===== src/rtl/stg_if_if.sv =====
// Fetch-to-decode bus: address-stage inputs, decode-side controls and the presented pair.
// The slave view belongs to the fetch stage; the master view belongs to whoever drives it.
interface stg_if_if #(
  parameter int ADDR_W  = 24,
  parameter int INSTR_W = 24
);
  logic [ADDR_W-1:0]  iw_pc;
  logic               iw_ia_valid;
  logic [INSTR_W-1:0] iw_mem_data;
  logic               ow_ready;
  logic               iw_stall;
  logic               iw_flush;
  logic [ADDR_W-1:0]  ow_pc;
  logic [INSTR_W-1:0] ow_instr;
  logic               ow_if_valid;
  logic [15:0]        ow_fetch_cnt;

  modport slave (
    input  iw_pc, iw_ia_valid, iw_mem_data, iw_stall, iw_flush,
    output ow_ready, ow_pc, ow_instr, ow_if_valid, ow_fetch_cnt
  );

  modport master (
    output iw_pc, iw_ia_valid, iw_mem_data, iw_stall, iw_flush,
    input  ow_ready, ow_pc, ow_instr, ow_if_valid, ow_fetch_cnt
  );
endinterface


===== src/rtl/stg_if.sv =====
// Instruction-fetch stage: captures {PC, instruction} pairs into a two-entry skid buffer for decode.
// Optional accepted-pair counter is built only when IF_FETCH_CNT_EN is defined.
module stg_if #(
  parameter int ADDR_W  = 24,
  parameter int INSTR_W = 24
) (
  input logic   iw_clk,
  input logic   iw_rst,
  stg_if_if.slave bus
);

  typedef enum logic [1:0] {
    EMPTY = 2'd0,
    FULL  = 2'd1,
    SKID  = 2'd2
  } state_t;

  state_t             r_state;
  logic               r_valid;
  logic               r_ready;
  logic [ADDR_W-1:0]  r_pc;
  logic [INSTR_W-1:0] r_instr;
  logic [ADDR_W-1:0]  r_skidPc;
  logic [INSTR_W-1:0] r_skidInstr;
  logic               w_acc;

  // Ready is a registered copy of (state != SKID), so stall never reaches it combinationally.
  assign w_acc = bus.iw_ia_valid & r_ready & ~bus.iw_flush;

  always_ff @(posedge iw_clk) begin
    if (iw_rst || bus.iw_flush) begin
      r_state     <= EMPTY;
      r_valid     <= 1'b0;
      r_ready     <= 1'b1;
      r_pc        <= '0;
      r_instr     <= '0;
      r_skidPc    <= '0;
      r_skidInstr <= '0;
    end else begin
      case (r_state)
        EMPTY: begin
          if (w_acc) begin
            r_pc    <= bus.iw_pc;
            r_instr <= bus.iw_mem_data;
            r_valid <= 1'b1;
            r_state <= FULL;
          end
        end
        FULL: begin
          if (w_acc && !bus.iw_stall) begin
            r_pc    <= bus.iw_pc;
            r_instr <= bus.iw_mem_data;
          end else if (w_acc && bus.iw_stall) begin
            r_skidPc    <= bus.iw_pc;
            r_skidInstr <= bus.iw_mem_data;
            r_ready     <= 1'b0;
            r_state     <= SKID;
          end else if (!bus.iw_stall) begin
            r_valid <= 1'b0;
            r_state <= EMPTY;
          end
        end
        SKID: begin
          if (!bus.iw_stall) begin
            r_pc    <= r_skidPc;
            r_instr <= r_skidInstr;
            r_ready <= 1'b1;
            r_state <= FULL;
          end
        end
        default: begin
          r_state <= EMPTY;
          r_valid <= 1'b0;
          r_ready <= 1'b1;
        end
      endcase
    end
  end

  assign bus.ow_ready    = r_ready;
  assign bus.ow_if_valid = r_valid;
  assign bus.ow_pc       = r_pc;
  assign bus.ow_instr    = r_instr;

`ifdef IF_FETCH_CNT_EN
  logic [15:0] r_fetchCnt;

  // Only reset clears the count; flush leaves it alone and wraps naturally at 16 bits.
  always_ff @(posedge iw_clk) begin
    if (iw_rst) begin
      r_fetchCnt <= 16'd0;
    end else if (w_acc) begin
      r_fetchCnt <= r_fetchCnt + 16'd1;
    end
  end

  assign bus.ow_fetch_cnt = r_fetchCnt;
`else
  assign bus.ow_fetch_cnt = 16'd0;
`endif

endmodule


===== src/flat_wrapper.sv =====
// flat-port wrapper written by rule: the top's interface ports become plain ports
module stg_if_flat 
#(
  parameter int ADDR_W  = 24,
  parameter int INSTR_W = 24
)
  (iw_clk, iw_rst, bus_iw_pc, bus_iw_ia_valid, bus_iw_mem_data, bus_iw_stall, bus_iw_flush, bus_ow_ready, bus_ow_pc, bus_ow_instr, bus_ow_if_valid, bus_ow_fetch_cnt);
  stg_if_if #(.ADDR_W(ADDR_W), .INSTR_W(INSTR_W)) bus_i ();
  input logic iw_clk;
  input logic iw_rst;
  input wire logic [$bits(bus_i.iw_pc)-1:0] bus_iw_pc;
  input wire logic [$bits(bus_i.iw_ia_valid)-1:0] bus_iw_ia_valid;
  input wire logic [$bits(bus_i.iw_mem_data)-1:0] bus_iw_mem_data;
  input wire logic [$bits(bus_i.iw_stall)-1:0] bus_iw_stall;
  input wire logic [$bits(bus_i.iw_flush)-1:0] bus_iw_flush;
  output wire logic [$bits(bus_i.ow_ready)-1:0] bus_ow_ready;
  output wire logic [$bits(bus_i.ow_pc)-1:0] bus_ow_pc;
  output wire logic [$bits(bus_i.ow_instr)-1:0] bus_ow_instr;
  output wire logic [$bits(bus_i.ow_if_valid)-1:0] bus_ow_if_valid;
  output wire logic [$bits(bus_i.ow_fetch_cnt)-1:0] bus_ow_fetch_cnt;
  assign bus_i.iw_pc = bus_iw_pc;
  assign bus_i.iw_ia_valid = bus_iw_ia_valid;
  assign bus_i.iw_mem_data = bus_iw_mem_data;
  assign bus_i.iw_stall = bus_iw_stall;
  assign bus_i.iw_flush = bus_iw_flush;
  assign bus_ow_ready = bus_i.ow_ready;
  assign bus_ow_pc = bus_i.ow_pc;
  assign bus_ow_instr = bus_i.ow_instr;
  assign bus_ow_if_valid = bus_i.ow_if_valid;
  assign bus_ow_fetch_cnt = bus_i.ow_fetch_cnt;
  stg_if #(.ADDR_W(ADDR_W), .INSTR_W(INSTR_W)) u_core (.iw_clk(iw_clk), .iw_rst(iw_rst), .bus(bus_i));
endmodule

===== config.mk =====
export PLATFORM = sky130hd
export DESIGN_NAME = stg_if_flat
export DESIGN_NICKNAME = d
export VERILOG_FILES = /design/src/rtl/stg_if_if.sv /design/src/rtl/stg_if.sv /design/src/flat_wrapper.sv
export SDC_FILE = /design/constraint.sdc
export NUM_CORES = 1
export LEC_CHECK = 0
export CORE_MARGIN = 2
export CORE_UTILIZATION = 49
export CTS_CLUSTER_SIZE = 14
export DETAILED_ROUTE_END_ITERATION = 10
export PLACE_DENSITY = 0.8
export SETUP_SLACK_MARGIN = 0.02
export SLEW_MARGIN = 20
export SYNTH_ARGS = -nofsm -noshare
export SYNTH_HDL_FRONTEND = slang
export SYNTH_SLANG_ARGS = --single-unit

===== constraint.sdc =====
create_clock -name iw_clk -period 2.01 [get_ports iw_clk]
set_input_delay 0.402 -clock iw_clk [delete_from_list [all_inputs] [get_ports iw_clk]]
set_output_delay 0.402 -clock iw_clk [all_outputs]
set_load 0.03 [all_outputs]

# Yosys cells after proc, flatten, opt, wreduce, memory -nomap -nowiden
# Cells that the tools add are included.
# op_classes
n_mux,23
n_eq_ne,10
n_bitwise,6
n_reduce_logical,11
# op_table
operator,count
2-to-1 mux 24 bit,6
case mux 24 bit (3 select lines),2
AND reduction 4 bit,3
2-to-1 mux 2 bit,5
inequality test 2 bit (second input constant),4
2-to-1 mux 1 bit,7
inequality test 2 x 1 -> 1 bit (second input constant),3
case mux 1 bit (3 select lines),2
case mux 2 bit (3 select lines),1
AND reduction 5 bit,1
NOT 1 bit,4
inequality test 3 x 2 -> 1 bit (second input constant),1
AND reduction 3 bit,1
nonzero test 3 bit,1
bitwise AND 1 bit,2
== test 2 x 1 -> 1 bit (second input constant),1
== test 2 bit (second input constant),1
logical AND 1 bit,2
logical NOT 2 bit,1
logical NOT 1 bit,1
logical OR 1 bit,1
# word_totals
inputBits,53
reg_bits,100
output_inout_bits,66

# Depth between registers and ports, before layout
# logic_depth
ltp_word,6
depth_mapped,7
ltp_nobuf,3

# Least setup slack after synthesis
# No wires, ideal clock.
# synth_path
path_kind,in2reg
from,input bus_iw_stall
to,"register u_core.r_instr[0], in the netlist u_core.bus.ow_instr[0]"
slack_ps,481
n_path_buf,4
path_stages,7
arrival_ps,1382
required_ps,1864
setup_ps,146
path_cell_list,buf_4 > and2_0 > buf_2 > o22ai_2 > buf_2 > buf_6 > a211oi_2
# synth_via
elab_chain_cells,4
# synth_lines
element,line,rtl
from (decl),flat_wrapper.sv:14,input wire logic [$bits(bus_i.iw_stall)-1:0] bus_iw_stall;
logical NOT 1 bit,stg_if.sv:50,if (w_acc && !bus.iw_stall) begin
logical AND 1 bit,stg_if.sv:50,
inequality test 2 x 1 -> 1 bit (no line),-,
AND reduction 4 bit (no line) (*),-,
to (signal assigned),stg_if.sv:44,r_instr <= bus.iw_mem_data;
to (signal assigned),stg_if.sv:52,r_instr <= bus.iw_mem_data;
to (signal assigned),stg_if.sv:66,r_instr <= r_skidInstr;
to (decl),stg_if.sv:22,logic [INSTR_W-1:0] r_instr;
# Mark *: on every way between the ends. The rest lies on a longest branch, timed or not.
# A chain may end at the register's enable or synchronous reset.

# Final worst setup path
# layout_path
from,"register u_core.r_ready, in the netlist u_core.bus.ow_ready"
to,output bus_ow_ready
# layout_lines
element,line,rtl
from (decl),stg_if.sv:20,logic r_ready;
from (signal assigned),stg_if.sv:34,r_ready <= 1'b1;
from (signal assigned),stg_if.sv:56,r_ready <= 1'b0;
from (signal assigned),stg_if.sv:67,r_ready <= 1'b1;
to (decl),flat_wrapper.sv:16,output wire logic [$bits(bus_i.ow_ready)-1:0] bus_ow_ready;
# No word-level cell between the ends.

==> summary.md <==
| Metric | Value |
|---|---|
| Fillers | 737 |
| Total GRT Usage | 0.222 |
| CTS Sinks | 100 |
| Final worst setup slack | 0.111 ns |
| Post-synthesis mux area share | 0.103 |
| Total core area | 9240 µm² |
| Post-Synth XOR/XNOR Area | 0 |
| Postcts setup bufs | 0 |
| Hold crit path type | flop to flop |
| Num CTS Buffers | 9 |
| Total grt overflow | 0 |
| Drc violations | 0 |
| Clock Pin Slew Worst Setup and Hold Paths | 0.09 ns |
| Combinational share of power | 0.157 |
| CP arrival | 1.50 ns |
| P_int | 0.00290 W |
| Initial antenna violation count | 0 |
| Post-synth ARST share | 0 |
| Outcome | completed |
| Crit path kind | flop to output port |
| Tmin final | 1.90 ns |
| Cell row count | 35 |
| Cell count after synthesis | 492 |
| PwrDens | 665 nW/µm² |
| Max-cap violations | 0 |
| Post-synth top area cell | dfxtp_1 |
| Max-slew violations | 0 |
| DR vias | 4044 |
| Setup-failing EPs final | 0 |
| Synth cell types | 32 |
| DP Worst Slack | 0.0246 ns |
| Largest family of logic cells by synthesized area | compound AO/OA/AOI/OAI gates |
| Vias in the first global route | 3728 |
| Worst path top cell family by delay | buffers and inverters |
| DR vias/cell | 5.78 |
| Setup repair after global routing missed its margin | false |
| Buffers on Ports | 102 |
| Worst Setup End Kind | output port |
| EDFF count, synth | 0 |
| Slowest-stage cell, CP | clkdlybuf4s50_1 |
| CTS tree | built |
| NetSw | 0.00107 W |
| CP max stage delay | 0.73 ns |
| Number of diodes | 0 |
| Mapped cell area | 4680 µm² |
| Setup TNS | 0 ns |
| Worst Skew | 0.0143 ns |
| Cell total after placement | 684 |
| Peak VDD IR | 0.000347 V |
| Final wirelength | 11.7 mm |
| Reg power frac | 0.514 |
| YS warnings | 0 |
| Number of I/O pins | 119 |
| CTS H-tree depth | 3 |
| Sw frac | 0.269 |
| Sequential fraction of the synthesis area | 0.428 |
| Final ANT Viol Nets | 0 |
| CP bufs+invs | 1 |
| CP Launch Type | flop |
| FF-to-FF setup slack | 0.34 ns |
| Die H | 102 µm |
| Layout cells sized above 1 | 0.116 |
| Root buffer cell | clkbuf_8 |
| Yosys reg bits | 100 |
| Drt pass-1 iters | 4 |
| Compound-Gate Fraction of Synth Area | 0.291 |
| Syn-to-layout area delta | 27.7% |
| Synth top area share | 0.428 |
| Clock Power Share | 0.329 |
| Die W | 102 µm |
| Ys flop type | dfxtp_1 |
| Pin count of the biggest net entering global routing | 57 |
| Final hold violations | 0 |
| DR iter-0 viols | 224 |
| Clock buffer depth | 2 |
| F_max | 527 MHz |
| CP cell instances | clkdlybuf4s50_1 |
| Period utilization | 0.945 |
| Post-route non-filler standard cell count | 700 |
| DP Wirelength | 7.60 mm |
| Adder-cell share of the synthesized area | 0 |
| Largest cells by area after synthesis | dfxtp_1 43%, a211oi_1 12%, mux2i_1 10% |
| Syn avg cell area | 9.51 µm² |
| Clock latency on the worst-skew pair | 0.36 ns |
| Final Wtd Congestion | 0.791 |
| Worst Path Required | 1.61 ns |
| PostCTS Resize Cnt | 0 |
| Nets | 619 |
| Hold-fix buffers at CTS | 0 |
| Simple-gate share of the synthesized area | 0.0765 |
| Global-route wire length before repair | 18.3 mm |
| Lkg Pwr | 2.23 nW |
| DR WL/cell | 16.7 µm |
| Initial core utilization | 0.506 |
| Area of the die | 10300 µm² |
| CP Max Fanout | 5 |
[cell usage after synthesis (2+ instances only)]
| cell type | number |
|---|---|
| nand3_1 | 48 |
| a211oi_1 | 76 |
| mux2i_1 | 48 |
| buf_4 | 29 |
| buf_6 | 3 |
| dfxtp_1 | 100 |
| o21ai_0 | 50 |
| nor2_1 | 3 |
| clkbuf_1 | 23 |
| buf_8 | 2 |
| nand2b_1 | 3 |
| a21oi_1 | 51 |
| buf_2 | 18 |
| a211oi_2 | 20 |
[per-layer routing]
metal | part of all wire | GRT usage
met5 | 0 | 0
met3 | 0.049 | 0.0304
met2 | 0.49 | 0.366
met4 | 0.014 | 0.0894
met1 | 0.45 | 0.292
[power by group through the flow]
stage,Combinational (W),Sequential (W),Clock [W]
global placement,0.000614,0.00209,0
global route,0.000664,0.00205,0.00140
CTS,0.000623,0.00204,0.00133
floorplan,0.000316,0.00215,0
finish,0.000625,0.00204,0.00131
detailed placement,0.000620,0.00209,0
[cell type report]
type	count	area [µm²]	area share
multi-input cells	329	2290	0.383
clock buffers	11	141	0.0237
flip-flops and latches	100	2000	0.335
repair buffers	125	1320	0.221
well taps	129	161	0.0270
clock inverters	5	58.8	0.00984
inverters	1	3.75	0.000628
[path summary, 6_finish.rpt]
check                               from                       to  cells after the start
setup reg to reg       u_core.r_state[0]  u_core.bus.ow_instr[13]                      4
setup / recovery     u_core.bus.ow_ready             bus_ow_ready                      1
hold / removal    u_core.r_skidInstr[14]   u_core.r_skidInstr[14]                      2
hold reg to reg   u_core.r_skidInstr[14]   u_core.r_skidInstr[14]                      2
[registers in the layout, summed over array words and instances, names as in the netlist]
register and flops:
u_core.bus.ow_instr 24, u_core.bus.ow_pc 24, u_core.r_skidInstr 24, u_core.r_skidPc 24, u_core.r_state 2, u_core.bus.ow_if_valid 1
u_core.bus.ow_ready 1
[layout by cell type (no fill, tap or decap), drive strengths merged, types with 2 or more instances in the layout]
cell             n
dfxtp          100
clkdlybuf4s50  102
a21oi           51
clkinvlp         2
conb            16
a211oi          96
nor3b            2
clkbuf          11
nor2             3
o21ai           50
inv              2
mux2i           48
nand2b           3
nand3           48
buf             23
[stage by stage]
stage	total power [W]	hold WS [ns]	util	cell area (µm²)
finish	0.00397	0.478	0.647	5980
global placement	0.00270	0.459	0.625	5780
global route	0.00411	0.496	0.647	5980
floorplan	0.00247	0.453	-	4740
CTS	0.00400	0.478	0.647	5980
detailed placement	0.00271	0.466	0.625	5780
[cell families (layout without fill, tap and decap cells)]
family	count (synthesis)	in the layout
other	1	16
DFF	100	100
muxes	48	48
and+or+nand+nor	64	64
buffers and inverters	78	142
AOI/OAI and AO/OA	201	201
No activity file was read; power rests on OpenSTA's default activity.
